## config.mk

```make
export PLATFORM = sky130hd
export DESIGN_NAME = mem_skew
export DESIGN_NICKNAME = d
export VERILOG_FILES = /design/src/rtl/mem_skew.sv
export SDC_FILE = /design/constraint.sdc
export NUM_CORES = 2
export LEC_CHECK = 0
export BUFFER_PORTS_ARGS = -buffer_cell sky130_fd_sc_hd__clkbuf_2
export CORE_MARGIN = 10
export CORE_UTILIZATION = 50
export CTS_CLUSTER_SIZE = 16
export DETAILED_ROUTE_END_ITERATION = 8
export PLACE_DENSITY = 0.67
export SYNTH_ARGS = -nofsm -noshare
export SYNTH_HDL_FRONTEND = slang
export SYNTH_SLANG_ARGS = --single-unit
```

## constraint.sdc

```tcl
create_clock -name clk -period 129.4 [get_ports clk]
set_clock_uncertainty 0.15 [all_clocks]
set_input_delay 25.88 -clock clk [delete_from_list [all_inputs] [get_ports clk]]
set_output_delay 25.88 -clock clk [all_outputs]
set_load 0.01 [all_outputs]
```

## src/rtl/mem_skew.sv

```systemverilog
// rtl/mem_skew.sv - per-column skew/deskew delay line with valid tracking, flush and mode guard.
// Optional build macro MEM_SKEW_ZERO_FILL_EN forces Bout[c] to 0 while out_valid[c] is low.
module mem_skew #(
  parameter int BITS = 32,
  parameter int DIM  = 8,
  parameter int BASE = 8
) (
  input  logic                       clk,
  input  logic                       rst,
  input  logic                       en,
  input  logic                       in_valid,
  input  logic [DIM-1:0][BITS-1:0]   Bin,
  input  logic                       mode,
  input  logic                       flush,
  output logic [DIM-1:0][BITS-1:0]   Bout,
  output logic [DIM-1:0]             out_valid,
  output logic                       busy,
  output logic                       mode_q
);

  localparam int LEN = BASE + DIM - 1;

  logic [BITS-1:0] r_data  [DIM][LEN];
  logic [LEN-1:0]  r_valid [DIM];
  logic            r_mode_q;
  logic            w_busy;
  logic            w_mode_eff;

  always_comb begin
    w_busy = 1'b0;
    for (int c = 0; c < DIM; c++) begin
      w_busy = w_busy | (|r_valid[c]);
    end
  end

  // A mode request only takes effect once every column has drained.
  assign w_mode_eff = w_busy ? r_mode_q : mode;

  always_ff @(posedge clk) begin
    if (rst) begin
      r_mode_q <= 1'b0;
      for (int c = 0; c < DIM; c++) begin
        r_valid[c] <= '0;
        for (int s = 0; s < LEN; s++) begin
          r_data[c][s] <= '0;
        end
      end
    end else begin
      r_mode_q <= w_mode_eff;
      for (int c = 0; c < DIM; c++) begin
        if (flush) begin
          r_valid[c] <= '0;
        end else if (en) begin
          r_valid[c] <= {r_valid[c][LEN-2:0], in_valid};
          r_data[c][0] <= Bin[c];
          for (int s = 1; s < LEN; s++) begin
            r_data[c][s] <= r_data[c][s-1];
          end
        end
      end
    end
  end

  // Tap stage D(c)-1; both candidate taps are constants per column.
  for (genvar g = 0; g < DIM; g++) begin : g_tap
    localparam int TAP_SKEW   = BASE + g - 1;
    localparam int TAP_DESKEW = BASE + DIM - 2 - g;
    logic [BITS-1:0] w_data;
    logic            w_vld;

    assign w_data         = r_mode_q ? r_data[g][TAP_DESKEW]  : r_data[g][TAP_SKEW];
    assign w_vld          = r_mode_q ? r_valid[g][TAP_DESKEW] : r_valid[g][TAP_SKEW];
    assign out_valid[g]   = w_vld;
`ifdef MEM_SKEW_ZERO_FILL_EN
    assign Bout[g]        = w_vld ? w_data : '0;
`else
    assign Bout[g]        = w_data;
`endif
  end

  assign busy   = w_busy;
  assign mode_q = r_mode_q;

endmodule

```

==> flow_summary.ini <==
[run_status]
status = completed

[yosys]
syn_area_um2 = 132400
syn_inst = 7715
ys_types = 20
yosysSeqAreaShare = 0.7943
synth-seq-cells = 3502
synthesis.nets = 7977
syn-mean-instance-area_um2 = 17.16
synth_warnings = 0

[global_routing]
grt_util_all_layers = 0.1387
grt_pass1_wl_um = 320600
antenna_found_initial = 22
grt_max_degree = 354
grt-ovfl-total = 0
first_global_vias = 56760

[place]
dp_slack_ns = 96.43
globalplace.congestion = 0.7695
dp.cells = 11390
io_buffer_count = 527
hpwlAfterDp_um = 116100

[run]
maxCapViolations = 0

[critical_path]
crit_path_frequent_cell = buf_4
cpPeakStageDelay_ns = 1.01
ff2ff_path_depth = 4
critPathArrivalTime_ns = 32.42
path_cells = clkbuf_2 -> nand2b_4 -> nand2b_4 -> buf_12 -> buf_12 -> buf_4 -> buf_4 -> buf_4 -> buf_4
crit_path_max_fanout = 192
cp-start-kind = input port
critPathCaptureType = flip-flop
cp_slowest_cell = buf_4
crit_required_ns = 129.70
crit_type = in -> reg

[clocking]
post-cts-setup-buffers = 0
clock_latency_ns = 0.89
cts_resized = 0
cts_tree = built
clockRootBuffer = clkbuf_16
clockBufferDepth = 4
cts_sinks = 3502
cts-buffers-inserted = 359
ctsHoldBuffers = 0
path_clk_slew_ns = 0.06
h-tree-depth = 5

[power]
ir_worst_vdd_uv = 11.51
p_per_area_nw_per_um2 = 16.09
leakagePower_nw = 56.77

[sta]
setup_viol_count_final = 0
period_minus_slack_ns = 32.12
whs_ns = 0.3065
fmax_mhz = 31.13
rsz0062_at_grt = no
period_share = 0.2482
setup_ws_ns = 97.28
finalSetupTns_ns = 0
finalHoldViolCount = 0
final_max_slew_viol_count = 0
slew_headroom = 0.1453
tightest_slew_ns = 1.282

[route]
wl_um = 203900
drc_errors = 0
first_pass_iters = 5
wl_per_cell_um = 16.93
avgViaCountPerCell = 4.729
routed-via-count = 56960
drtAntennaViolNets = 0
drt_iter0_drc = 4846

[floorplan]
die_w_um = 534.6
start_util = 0.5034
core.rowCount = 188
fp.coreArea_um2 = 263000
die-height_um = 534.6
dieArea_um2 = 285700
ios = 528

[cells_and_area]
multiInputGateArea_um2 = 25070
seq_area_um2 = 105200
fill_cells = 20150
syn_to_final_growth_pct = 12.69
finish.net_count = 8501
fin_cells = 12040
drive_above_1_share = 0.1568

[min_path]
whs_path_depth = 1
hold_path.class = reg -> reg
-- cell usage after synthesis --
master,number,area share
edfxtp_1,3501,0.79
and2_1,3500,0.17
buf_2,331,0.013
mux2_2,264,0.022
clkbuf_1,52,0.0015
buf_4,40,0.0023
nor4_1,7,0.00033
nand4_1,3,0.00014
nor4_2,3,0.00028
buf_6,2,0.00017
nand2b_1,2,0.000094
or3_1,2,0.000094
dfxtp_1,1,0.00015
mux2i_1,1,0.000076
nand2b_4,1,0.00010
nor2_1,1,0.000028
nor2_4,1,0.000085
nor3_1,1,0.000038
or2b_2,1,0.000066
or3_4,1,0.000085
-- path summary, 6_finish.rpt --
path,start,end,slack [ns]
hold / removal,r_data[1][834],r_data[1][802],0.31
setup / recovery,flush,r_data[0][1287],97.28
setup reg to reg,r_valid[1][17],mode_q,127.65
hold reg to reg,r_data[1][834],r_data[1][802],0.31
-- metal layers --
metal / share of wire / GRT usage / up-vias / wire length [µm]
met5: 0.000064 / 0 / - / 13
met4: 0.029 / 0.04438 / 2 / 5969
met3: 0.052 / 0.03220 / 376 / 10650
met2: 0.46 / 0.2126 / 935 / 93410
met1: 0.46 / 0.1982 / 27600 / 93860
li1: - / - / 28040 / -
-- where the power goes --
part / switching (W) / leakage [nW] / internal, W / total [W]
Combinational: 0.0000508 / 14.0 / 0.0000219 / 0.0000727
Sequential: 0.0000166 / 37.3 / 0.00132 / 0.00134
Clock: 0.000417 / 5.47 / 0.000573 / 0.000990
-- registers in the layout (all words and copies together), names as in the netlist --
register,count
mode_q,1
r_data,3456
r_valid,45
-- logic make-up after synthesis --
family	share of synthesized area
DFF	0.7943
muxes	0.02253
buffers and inverters	0.01643
and+or+nand+nor	0.1668
-- critical path, delay by kind of cell --
family | cells | cell delay, ns
buffers and inverters | 7 | 5.02
AND/OR/NAND/NOR | 2 | 0.83
-- cell usage in the layout, fill, tap and decap left out, drive strengths merged, types with 10 or more instances in the layout --
cell      Yosys  final
nor4         10     10
clkinvlp      0     13
clkinv        0    144
inv           0     15
clkbuf       52    970
buf         373     61
and2       3500   3500
mux2        264    264
edfxtp     3501   3501
bufinv        0     28
-- per-stage QoR --
step	util	power, W	area (µm²)
final	0.5673	0.002400	149200
after floorplan	-	0.001673	132400
after global placement	0.5242	0.001432	137900
after global routing	0.5672	0.002490	149200
after detailed placement	0.5242	0.001437	137900
after CTS	0.5672	0.002433	149200
-- cell type report --
| type | count | area share |
|---|---|---|
| clock inverter | 200 | 0.01292 |
| clock buffer | 443 | 0.06290 |
| timing repair buffer | 588 | 0.02167 |
| tap | 3515 | 0.02948 |
| antenna | 7 | 0.0001174 |
| multi-input combinational | 3788 | 0.1680 |
| sequential | 3502 | 0.7049 |
No activity file was read; power rests on OpenSTA's default activity.
